File: src/rtl/mppt_sample_sequencer_if.sv
// mppt_sample_sequencer_if: ADC handshake and tracker publish/ack signals of the sample sequencer
interface mppt_sample_sequencer_if;
    logic        adc_start;
    logic        adc_ch;
    logic        adc_done;
    logic [15:0] adc_data;
    logic [15:0] v_avg;
    logic [15:0] i_avg;
    logic        sample_valid;
    logic        update_ack;

    modport master (
        output adc_start, adc_ch, v_avg, i_avg, sample_valid,
        input  adc_done, adc_data, update_ack
    );

    modport slave (
        input  adc_start, adc_ch, v_avg, i_avg, sample_valid,
        output adc_done, adc_data, update_ack
    );
endinterface

File: src/rtl/mppt_sample_sequencer.sv
// mppt_sample_sequencer: interleaved V/I burst averaging over a shared ADC for the MPPT tracker
module mppt_sample_sequencer #(
    parameter int AVG_LOG2       = 2,
    parameter int SETTLE_CYCLES  = 1000,
    parameter int TIMEOUT_CYCLES = 255
) (
    input  logic                         clk,
    input  logic                         rst_n,
    input  logic                         en,
    mppt_sample_sequencer_if.master      bus,
    output logic                         timeout_err
);
    localparam int AW   = 16 + AVG_LOG2;
    localparam int IW   = AVG_LOG2 + 1;
    localparam int CMAX = SETTLE_CYCLES > TIMEOUT_CYCLES ? SETTLE_CYCLES : TIMEOUT_CYCLES;
    localparam int CW   = $clog2(CMAX + 1);

    typedef enum logic [2:0] {IDLE, SETTLE, START, WAIT, PUBLISH, WAIT_ACK} state_t;

    state_t        state, next;
    logic [CW-1:0] cnt;
    logic [IW-1:0] idx;
    logic [AW-1:0] acc_v, acc_i, acc_i_sum;
    logic          done_ok, last, tmo;

    // Channel follows the conversion index parity; pulses are decoded from the state register
    assign bus.adc_start    = state == START;
    assign bus.sample_valid = state == PUBLISH;
    assign bus.adc_ch       = idx[0];

    // State register
    always_ff @(posedge clk or negedge rst_n) begin
        if (!rst_n) state <= IDLE;
        else        state <= next;
    end

    // Next-state logic; done in the last allowed WAIT cycle beats the timeout
    always_comb begin
        done_ok   = state == WAIT && bus.adc_done;
        last      = &idx;
        tmo       = state == WAIT && !bus.adc_done && cnt == CW'(TIMEOUT_CYCLES - 1);
        acc_i_sum = acc_i + AW'(bus.adc_data);
        next      = state;
        case (state)
            IDLE:     next = en ? SETTLE : IDLE;
            SETTLE:   next = !en ? IDLE : cnt == '0 ? START : SETTLE;
            START:    next = WAIT;
            WAIT:     next = done_ok ? (last ? PUBLISH : START) : tmo ? (en ? SETTLE : IDLE) : WAIT;
            PUBLISH:  next = bus.update_ack ? SETTLE : WAIT_ACK;
            WAIT_ACK: next = bus.update_ack ? (en ? SETTLE : IDLE) : en ? WAIT_ACK : IDLE;
            default:  next = IDLE;
        endcase
    end

    // Shared counter: settle countdown, then per-conversion WAIT cycle count
    always_ff @(posedge clk or negedge rst_n) begin
        if (!rst_n)                                cnt <= '0;
        else if (next == SETTLE && state != SETTLE) cnt <= CW'(SETTLE_CYCLES - 1);
        else if (state == SETTLE)                  cnt <= cnt - CW'(1);
        else if (state == START)                   cnt <= '0;
        else if (state == WAIT)                    cnt <= cnt + CW'(1);
    end

    // Accumulators and sample index, cleared at the start of every burst
    always_ff @(posedge clk or negedge rst_n) begin
        if (!rst_n) begin
            acc_v <= '0;
            acc_i <= '0;
            idx   <= '0;
        end else if (state == SETTLE && next == START) begin
            acc_v <= '0;
            acc_i <= '0;
            idx   <= '0;
        end else if (done_ok) begin
            idx <= idx + IW'(1);
            if (idx[0]) acc_i <= acc_i_sum;
            else        acc_v <= acc_v + AW'(bus.adc_data);
        end
    end

    // Averages latch on the final current sample; timeout flag is sticky until reset
    always_ff @(posedge clk or negedge rst_n) begin
        if (!rst_n) begin
            bus.v_avg   <= '0;
            bus.i_avg   <= '0;
            timeout_err <= 1'b0;
        end else begin
            if (done_ok && last) begin
                bus.v_avg <= 16'(acc_v >> AVG_LOG2);
                bus.i_avg <= 16'(acc_i_sum >> AVG_LOG2);
            end
            if (tmo) timeout_err <= 1'b1;
        end
    end
endmodule

File: src/flat_wrapper.sv
// flat-port wrapper written by rule: the top's interface ports become plain ports
module mppt_sample_sequencer_flat 
#(
    parameter int AVG_LOG2       = 2,
    parameter int SETTLE_CYCLES  = 1000,
    parameter int TIMEOUT_CYCLES = 255
)
  (clk, rst_n, en, timeout_err, bus_adc_start, bus_adc_ch, bus_v_avg, bus_i_avg, bus_sample_valid, bus_adc_done, bus_adc_data, bus_update_ack);
  mppt_sample_sequencer_if bus_i ();
  input  logic clk;
  input  logic rst_n;
  input  logic en;
  output logic timeout_err;
  output wire logic [$bits(bus_i.adc_start)-1:0] bus_adc_start;
  output wire logic [$bits(bus_i.adc_ch)-1:0] bus_adc_ch;
  output wire logic [$bits(bus_i.v_avg)-1:0] bus_v_avg;
  output wire logic [$bits(bus_i.i_avg)-1:0] bus_i_avg;
  output wire logic [$bits(bus_i.sample_valid)-1:0] bus_sample_valid;
  input wire logic [$bits(bus_i.adc_done)-1:0] bus_adc_done;
  input wire logic [$bits(bus_i.adc_data)-1:0] bus_adc_data;
  input wire logic [$bits(bus_i.update_ack)-1:0] bus_update_ack;
  assign bus_adc_start = bus_i.adc_start;
  assign bus_adc_ch = bus_i.adc_ch;
  assign bus_v_avg = bus_i.v_avg;
  assign bus_i_avg = bus_i.i_avg;
  assign bus_sample_valid = bus_i.sample_valid;
  assign bus_i.adc_done = bus_adc_done;
  assign bus_i.adc_data = bus_adc_data;
  assign bus_i.update_ack = bus_update_ack;
  mppt_sample_sequencer #(.AVG_LOG2(AVG_LOG2), .SETTLE_CYCLES(SETTLE_CYCLES), .TIMEOUT_CYCLES(TIMEOUT_CYCLES)) u_core (.clk(clk), .rst_n(rst_n), .en(en), .bus(bus_i), .timeout_err(timeout_err));
endmodule
File: config.mk
export PLATFORM = sky130hd
export DESIGN_NAME = mppt_sample_sequencer_flat
export DESIGN_NICKNAME = d
export VERILOG_FILES = /design/src/rtl/mppt_sample_sequencer_if.sv /design/src/rtl/mppt_sample_sequencer.sv /design/src/flat_wrapper.sv
export SDC_FILE = /design/constraint.sdc
export NUM_CORES = 1
export LEC_CHECK = 0
export BUFFER_PORTS_ARGS = -buffer_cell sky130_fd_sc_hd__buf_2
export CAP_MARGIN = 20
export CORE_MARGIN = 2
export CORE_UTILIZATION = 45
export CTS_BUF_LIST = sky130_fd_sc_hd__clkbuf_4 sky130_fd_sc_hd__clkbuf_8 sky130_fd_sc_hd__clkbuf_16
export DETAILED_ROUTE_END_ITERATION = 10
export SYNTH_ARGS = -nofsm -noshare
export SYNTH_HDL_FRONTEND = slang
export SYNTH_SLANG_ARGS = --single-unit
File: constraint.sdc
create_clock -name clk -period 3.4 [get_ports clk]
set_input_delay 0.34 -clock clk [delete_from_list [all_inputs] [get_ports clk]]
set_output_delay 0.34 -clock clk [all_outputs]
set_load 0.005 [all_outputs]
==> impl_metrics.tcl, run 1 <==
set metrics [dict create \
    cellLeakagePower_nw 3.09 \
    rrSetupSlack_ns 0.70 \
    yosysTopAreaCellShare 0.380 \
    via_count 4791 \
    final.hold.worst_slack_ns 0.239 \
    gp_routability_congestion 0.904 \
    share_clk_of_total_power 0.220 \
    drc 0 \
    layout_min_cycle_time_ns 2.70 \
    cp_num_buf_inv 0 \
    drv_cap 0 \
    worst_path_dominant_cell_family "compound AO/OA/AOI/OAI gates" \
    number_of_enable_flip_flop_cells_after_synthesis 0 \
    boundaryPins 57 \
    number_of_antenna_violations_at_the_first_check_in_global_routing 0 \
    netlist_top_cells_count "dfrtp_1 (85), nand2_1 (63), o21ai_0 (63)" \
    num_antenna_cells 0 \
    start_util 0.464 \
    arrival_ns 2.94 \
    portBuffers 56 \
    fmax_mhz 370 \
    syn_inst 602 \
    die_w_um 116 \
    drtIter0Drc 324 \
    maximum_number_of_pins_on_one_net_before_global_route_repair 45 \
    rsz_0062_raised_after_global_routing "no" \
    synthMostInstantiatedCell "dfrtp_1" \
    latest_clock_arrival_within_the_worst_skew_pair_ns 0.35 \
    ys_seq_elements 85 \
    required_ns 3.63 \
    drt-wirelength-per-cell_um 16.6 \
    hold_depth 2 \
    status "completed" \
    grt_pass1_wl_um 22600 \
    drt-vias-per-instance 5.80 \
    cts.clk_slew.worst_paths_ns 0.07 \
    mappedNetlistNets 663 \
    layout_setup_ws_ns 0.697 \
    synth-main-ff-cell "dfrtp_1" \
    design_area_um2 6320 \
    final_cycle_share 0.795 \
    timing_worst_slew_pin_value_ns 0.830 \
    global_route.usage.total 0.217 \
    die-area_um2 13300 \
    power.density_cell_area_nw_per_um2 745 \
    critical-path-max-stage-delay_ns 0.44 \
    avgSynthCellArea_um2 9.29 \
    grt_overflow 0 \
    min_delay_worst_endpoint "u_core.state[2]" \
    cts_tree "done" \
    hold_buffers 1 \
    drt.antenna.violating_nets 0 \
    min-delay-start "bus_update_ack" \
    yosysTopAreaCell "dfrtp_1" \
    detailedPlace.worstSlack_ns 0.626 \
    flow.area_growth_from_synthesis_pct 12.9 \
    timing.max_slew.rel_slack 0.432 \
    switching_power_share_of_the_total 0.409 \
    critical_path_class "flip-flop to flip-flop" \
    hp-class "primary input to flip-flop" \
    critPathMaxFanout 4 \
    start_kind "flip-flop" \
    crit_chain "ha_1 -> fa_1 -> a211oi_1 -> o21ai_0 -> a31oi_1 -> o21ai_0 -> xor2_1 -> mux2_2" \
    worst_path_max_delay_cell "fa_1" \
    power.ir.vdd_worst_mv 0.277 \
    max-clock-path-buffers 2 \
    internal-power_mw 2.78 \
    r2r_start "u_core.acc_i[0]" \
    yosys_warnings 0 \
    critPathMostFrequentCell "o21ai_0" \
    drt_pass1_iterations 6 \
    seqPwrFrac 0.328 \
    synth_cell_type_count 63 \
    core_area_um2 12100 \
    switching_power_mw 1.93 \
    fin_tns_setup_ns 0 \
    async_reset_ff_frac 1.00 \
    post-dp-hpwl_um 10000 \
    power.share.combinational 0.452 \
    cts.sink_count 85 \
    final_cell_utilization_of_the_core 0.524 \
    synthesis.area_um2 5600 \
    post_cts_buffers 0 \
    worstReg2RegEnd "u_core.bus.i_avg[10]" \
    cts_resized 0 \
    fin_nets 714 \
    rows 40 \
    slew_viol_final 0 \
    cts_made_buffers 9 \
    synth_sequential_area_ratio 0.380 \
    clock_tree.root_cell "clkbuf_16" \
    hold_viol 0 \
    drt-total-wl_um 13700 \
    placed_cell_area_um2 6000 \
    number_of_cells_on_the_worst_reg_to_reg_path 8 \
    post_synth_main_area_contributors "dfrtp_1 (38%), ha_1 (8.5%), o21ai_0 (5.6%)" \
    drive_gt1_frac 0.175 \
    vias_in_the_first_global_route 4551 \
    clock_h_tree_levels 3 \
    crit_path_end_kind "flip-flop" \
    chipHeight_um 116 \
    timing.clock.skew_ns 0.0115 \
    final-setup-viol-count 0 \
]
==> layout by cell type, fill, tap and decap left out, types with 21 or more instances in the layout <==
cell,Yosys,layout
ha_1,38,38
nand3_1,21,21
buf_2,1,55
a21oi_1,30,30
nor2_1,39,39
dfrtp_1,85,85
nand2_1,63,63
mux2_2,22,22
o21ai_0,63,63
==> per-layer routing <==
metal	GRT usage	vias up	part of all wire	wire length, um
met5	0	-	0	0
met4	0.0859	0	0.020	279
met3	0.0282	23	0.044	606
met2	0.342	132	0.46	6260
met1	0.305	2303	0.48	6580
li1	-	2333	-	-
==> worst register-to-register path, stage by stage, from the launching register on <==
cell and delay (ns):
dfrtp_1 0.37, ha_1 0.22, fa_1 0.44, a211oi_1 0.29, o21ai_0 0.25, a31oi_1 0.42, o21ai_0 0.16, xor2_1 0.18
mux2_2 0.27
==> flip-flops by register name (all words and copies together) (netlist names) <==
name	cells
u_core.bus.v_avg	16
u_core.acc_v	18
u_core.cnt	10
u_core.acc_i	18
u_core.idx	3
u_core.state	3
u_core.timeout_err	1
u_core.bus.i_avg	16
==> through the flow <==
stage | power [mW] | cells
floorplan | 3.21 | 602
global placement | 3.61 | 809
detailed placement | 3.65 | 809
CTS | 4.71 | 826
global route | 5.09 | 826
finish | 4.71 | 826
==> worst max path at each step <==
stage,start,end,cells past startpoint
final,u_core.acc_i[0],u_core.bus.i_avg[10],8
after global routing,u_core.acc_i[0],u_core.bus.i_avg[10],8
after CTS,u_core.acc_i[0],u_core.bus.i_avg[10],8
after detailed placement,bus_adc_data[0],u_core.bus.i_avg[10],9
after global placement,bus_adc_data[0],u_core.bus.i_avg[10],9
after floorplan,u_core.acc_i[0],u_core.bus.i_avg[10],8
==> power by group through the flow <==
stage | clock network, mW | logic (mW) | registers (mW)
after floorplan | 0 | 1.78 | 1.43
after global placement | 0 | 2.06 | 1.55
after detailed placement | 0 | 2.09 | 1.56
after CTS | 1.06 | 2.11 | 1.54
after global routing | 1.10 | 2.40 | 1.59
final | 1.03 | 2.13 | 1.55
==> kinds of logic after synthesis <==
group           after synthesis  synth area share
xor+xnor                     23            0.0360
mux                          30            0.0586
simple gates                189             0.168
buf+inv                      44            0.0411
flops                        85             0.380
fa+ha+maj                    40            0.0921
compound gates              191             0.224
==> area by class of cell <==
| type | instances | area [um2] |
|---|---|---|
| sequential | 85 | 2130 |
| clock inverter | 4 | 45.0 |
| multi-input combinational | 473 | 3240 |
| clock buffer | 12 | 267 |
| inverter | 17 | 63.8 |
| timing repair buffer | 67 | 368 |
| fill | 1141 | 5740 |
| tap | 168 | 210 |
Power figures use the tool's default switching activity.
==> run 2: changes to the inputs <==
--- a/config.mk
+++ b/config.mk
@@ -11,6 +11,7 @@
 export CORE_UTILIZATION = 45
 export CTS_BUF_LIST = sky130_fd_sc_hd__clkbuf_4 sky130_fd_sc_hd__clkbuf_8 sky130_fd_sc_hd__clkbuf_16
 export DETAILED_ROUTE_END_ITERATION = 10
+export PLACE_DENSITY = 0.66
 export SYNTH_ARGS = -nofsm -noshare
 export SYNTH_HDL_FRONTEND = slang
 export SYNTH_SLANG_ARGS = --single-unit
==> constraint.sdc (replaced) <==
create_clock -name clk -period 2.36 [get_ports clk]
set_input_delay 0.236 -clock clk [delete_from_list [all_inputs] [get_ports clk]]
set_output_delay 0.236 -clock clk [all_outputs]
set_load 0.005 [all_outputs]
==> impl_metrics.tcl, run 2 (synthesis results as in run 1) <==
set metrics [dict create \
    final-setup-viol-count 0 \
    cts_tree "done" \
    drt_pass1_iterations 7 \
    arrival_ns 2.54 \
    layout_min_cycle_time_ns 2.31 \
    flow.area_growth_from_synthesis_pct 18.6 \
    fin_nets 738 \
    fill_cells 1072 \
    chipHeight_um 116 \
    design_area_um2 6630 \
    slew_viol_final 0 \
    timing.critical_path.to "u_core.bus.i_avg[10]" \
    die-area_um2 13300 \
    final_cycle_share 0.978 \
    crit_chain "ha_4 -> fa_2 -> a211oi_4 -> o21ai_2 -> a31oi_2 -> o21ai_1 -> xor2_1 -> mux2_2" \
    critical-path-max-stage-delay_ns 0.41 \
    drive_gt1_frac 0.232 \
    fin_tns_setup_ns 0 \
    post-layout-total-power_mw 7.23 \
    clock_h_tree_levels 3 \
    critical_path_class "flip-flop to flip-flop" \
    placed_cell_area_um2 6170 \
    r2r_start "u_core.acc_i[0]" \
    maximum_number_of_pins_on_one_net_before_global_route_repair 48 \
    number_of_antenna_violations_at_the_first_check_in_global_routing 1 \
    drt-wirelength-per-cell_um 16.7 \
    timing.clock.skew_ns 0.00676 \
    rows 40 \
    start_kind "flip-flop" \
    rsz_0062_raised_after_global_routing "yes" \
    drc 0 \
    core_area_um2 12100 \
    fmax_mhz 433 \
    cellLeakagePower_nw 3.22 \
    critPathMaxFanout 3 \
    cts_made_buffers 9 \
    grt_overflow 0 \
    power.ir.vdd_worst_mv 0.462 \
    final_cell_utilization_of_the_core 0.550 \
    drt.antenna.violating_nets 0 \
    portBuffers 56 \
    final.hold.worst_slack_ns 0.160 \
    cts.clk_slew.worst_paths_ns 0.06 \
    hold_viol 0 \
    boundaryPins 57 \
    crit_path_end_kind "flip-flop" \
    drt-total-wl_um 14200 \
    status "completed" \
    max-clock-path-buffers 2 \
    timing_worst_slew_pin_value_ns 0.620 \
    die_w_um 116 \
    worstReg2RegEnd "u_core.bus.i_avg[10]" \
    drt-vias-per-instance 5.71 \
    number_of_cells_on_the_worst_reg_to_reg_path 8 \
    gp_routability_congestion 0.863 \
    cts.sink_count 85 \
    timing.max_slew.rel_slack 0.586 \
    drtIter0Drc 289 \
    layout_setup_ws_ns 0.0510 \
    place.detailed.instances 831 \
    start_util 0.464 \
    crit_path_start "u_core.acc_i[0]" \
    reg_top3 "u_core.acc_i: 18 flops, u_core.acc_v: 18 flops" \
    global_route.usage.total 0.216 \
    detailedPlace.worstSlack_ns -0.0322 \
    drv_cap 0 \
    grt_pass1_wl_um 22800 \
    leading_cell_type_in_the_layout_fill_and_taps_excluded "dfrtp_1" \
    power.density_cell_area_nw_per_um2 1090 \
    hp-class "primary input to flip-flop" \
    stdcell_count 850 \
    worst_path_max_delay_cell "dfrtp_1" \
    vias_in_the_first_global_route 4678 \
    rrSetupSlack_ns 0.05 \
    required_ns 2.59 \
    clock_tree.root_cell "clkbuf_16" \
    most-common-layout-cells "dfrtp_1 (84), nand2_1 (63), o21ai_0 (55), buf_2 (55), nor2_1 (39)" \
    post-dp-hpwl_um 10200 \
    latest_clock_arrival_within_the_worst_skew_pair_ns 0.35 \
    via_count 4850 \
]
-- run 2: per-layer routing --
metal,routed length (um),GRT usage,part of all wire,up-vias
li1,-,-,-,2375
met1,6550,0.300,0.46,2311
met2,6550,0.344,0.46,141
met3,828,0.0350,0.058,23
met4,261,0.0771,0.018,0
met5,0,0,0,-
-- run 2: final cells by class --
cell class | instances | area, um2 | share of cell area
antenna | 1 | 2.50 | 0.000377
clock buffer | 14 | 275 | 0.0415
clock inverter | 1 | 30.0 | 0.00453
inverter | 17 | 63.8 | 0.00962
multi-input combinational | 473 | 3360 | 0.507
sequential | 85 | 2130 | 0.321
tap | 168 | 210 | 0.0317
timing repair buffer | 91 | 561 | 0.0845
-- run 2: worst min-delay path by stage --
| stage | start | end | slack, ns | cells past startpoint |
|---|---|---|---|---|
| 2_1_floorplan | rst_n | u_core.acc_i[0] | -0.06 | 0 |
| 3_3_place_gp | rst_n | u_core.cnt[2] | 0.29 | 1 |
| 3_5_place_dp | rst_n | u_core.cnt[2] | 0.29 | 1 |
| 4_1_cts | bus_update_ack | u_core.state[2] | 0.15 | 2 |
| 5_1_grt | bus_update_ack | u_core.state[2] | 0.16 | 2 |
| 6_report | bus_update_ack | u_core.state[2] | 0.16 | 2 |
-- run 2: worst max-delay path: cells and delay by family (launching register included) --
family,cells,cell delay (ns)
xor gates and xnor gates,1,0.16
adders and majority gates,2,0.57
AOI/OAI and AO/OA,4,0.78
muxes,1,0.26
DFF,1,0.41
-- run 2: what timing repair did --
item / in CTS / in global routing
setup buffers: 0 / 2
setup endpoints to repair: 4 / 33
gates resized for setup: 2 / 30
hold buffers: 1 / 0
pin swaps: 0 / 8
hold endpoints to repair: 46 / 0
-- run 2: report_power, final --
group | total [mW] | switching (mW) | leakage, nW | internal [mW]
clock | 1.48 | 0.573 | 0.153 | 0.908
combinational | 3.52 | 1.96 | 1.96 | 1.56
sequential | 2.23 | 0.407 | 1.11 | 1.82
total | 7.23 | 2.94 | 3.22 | 4.29
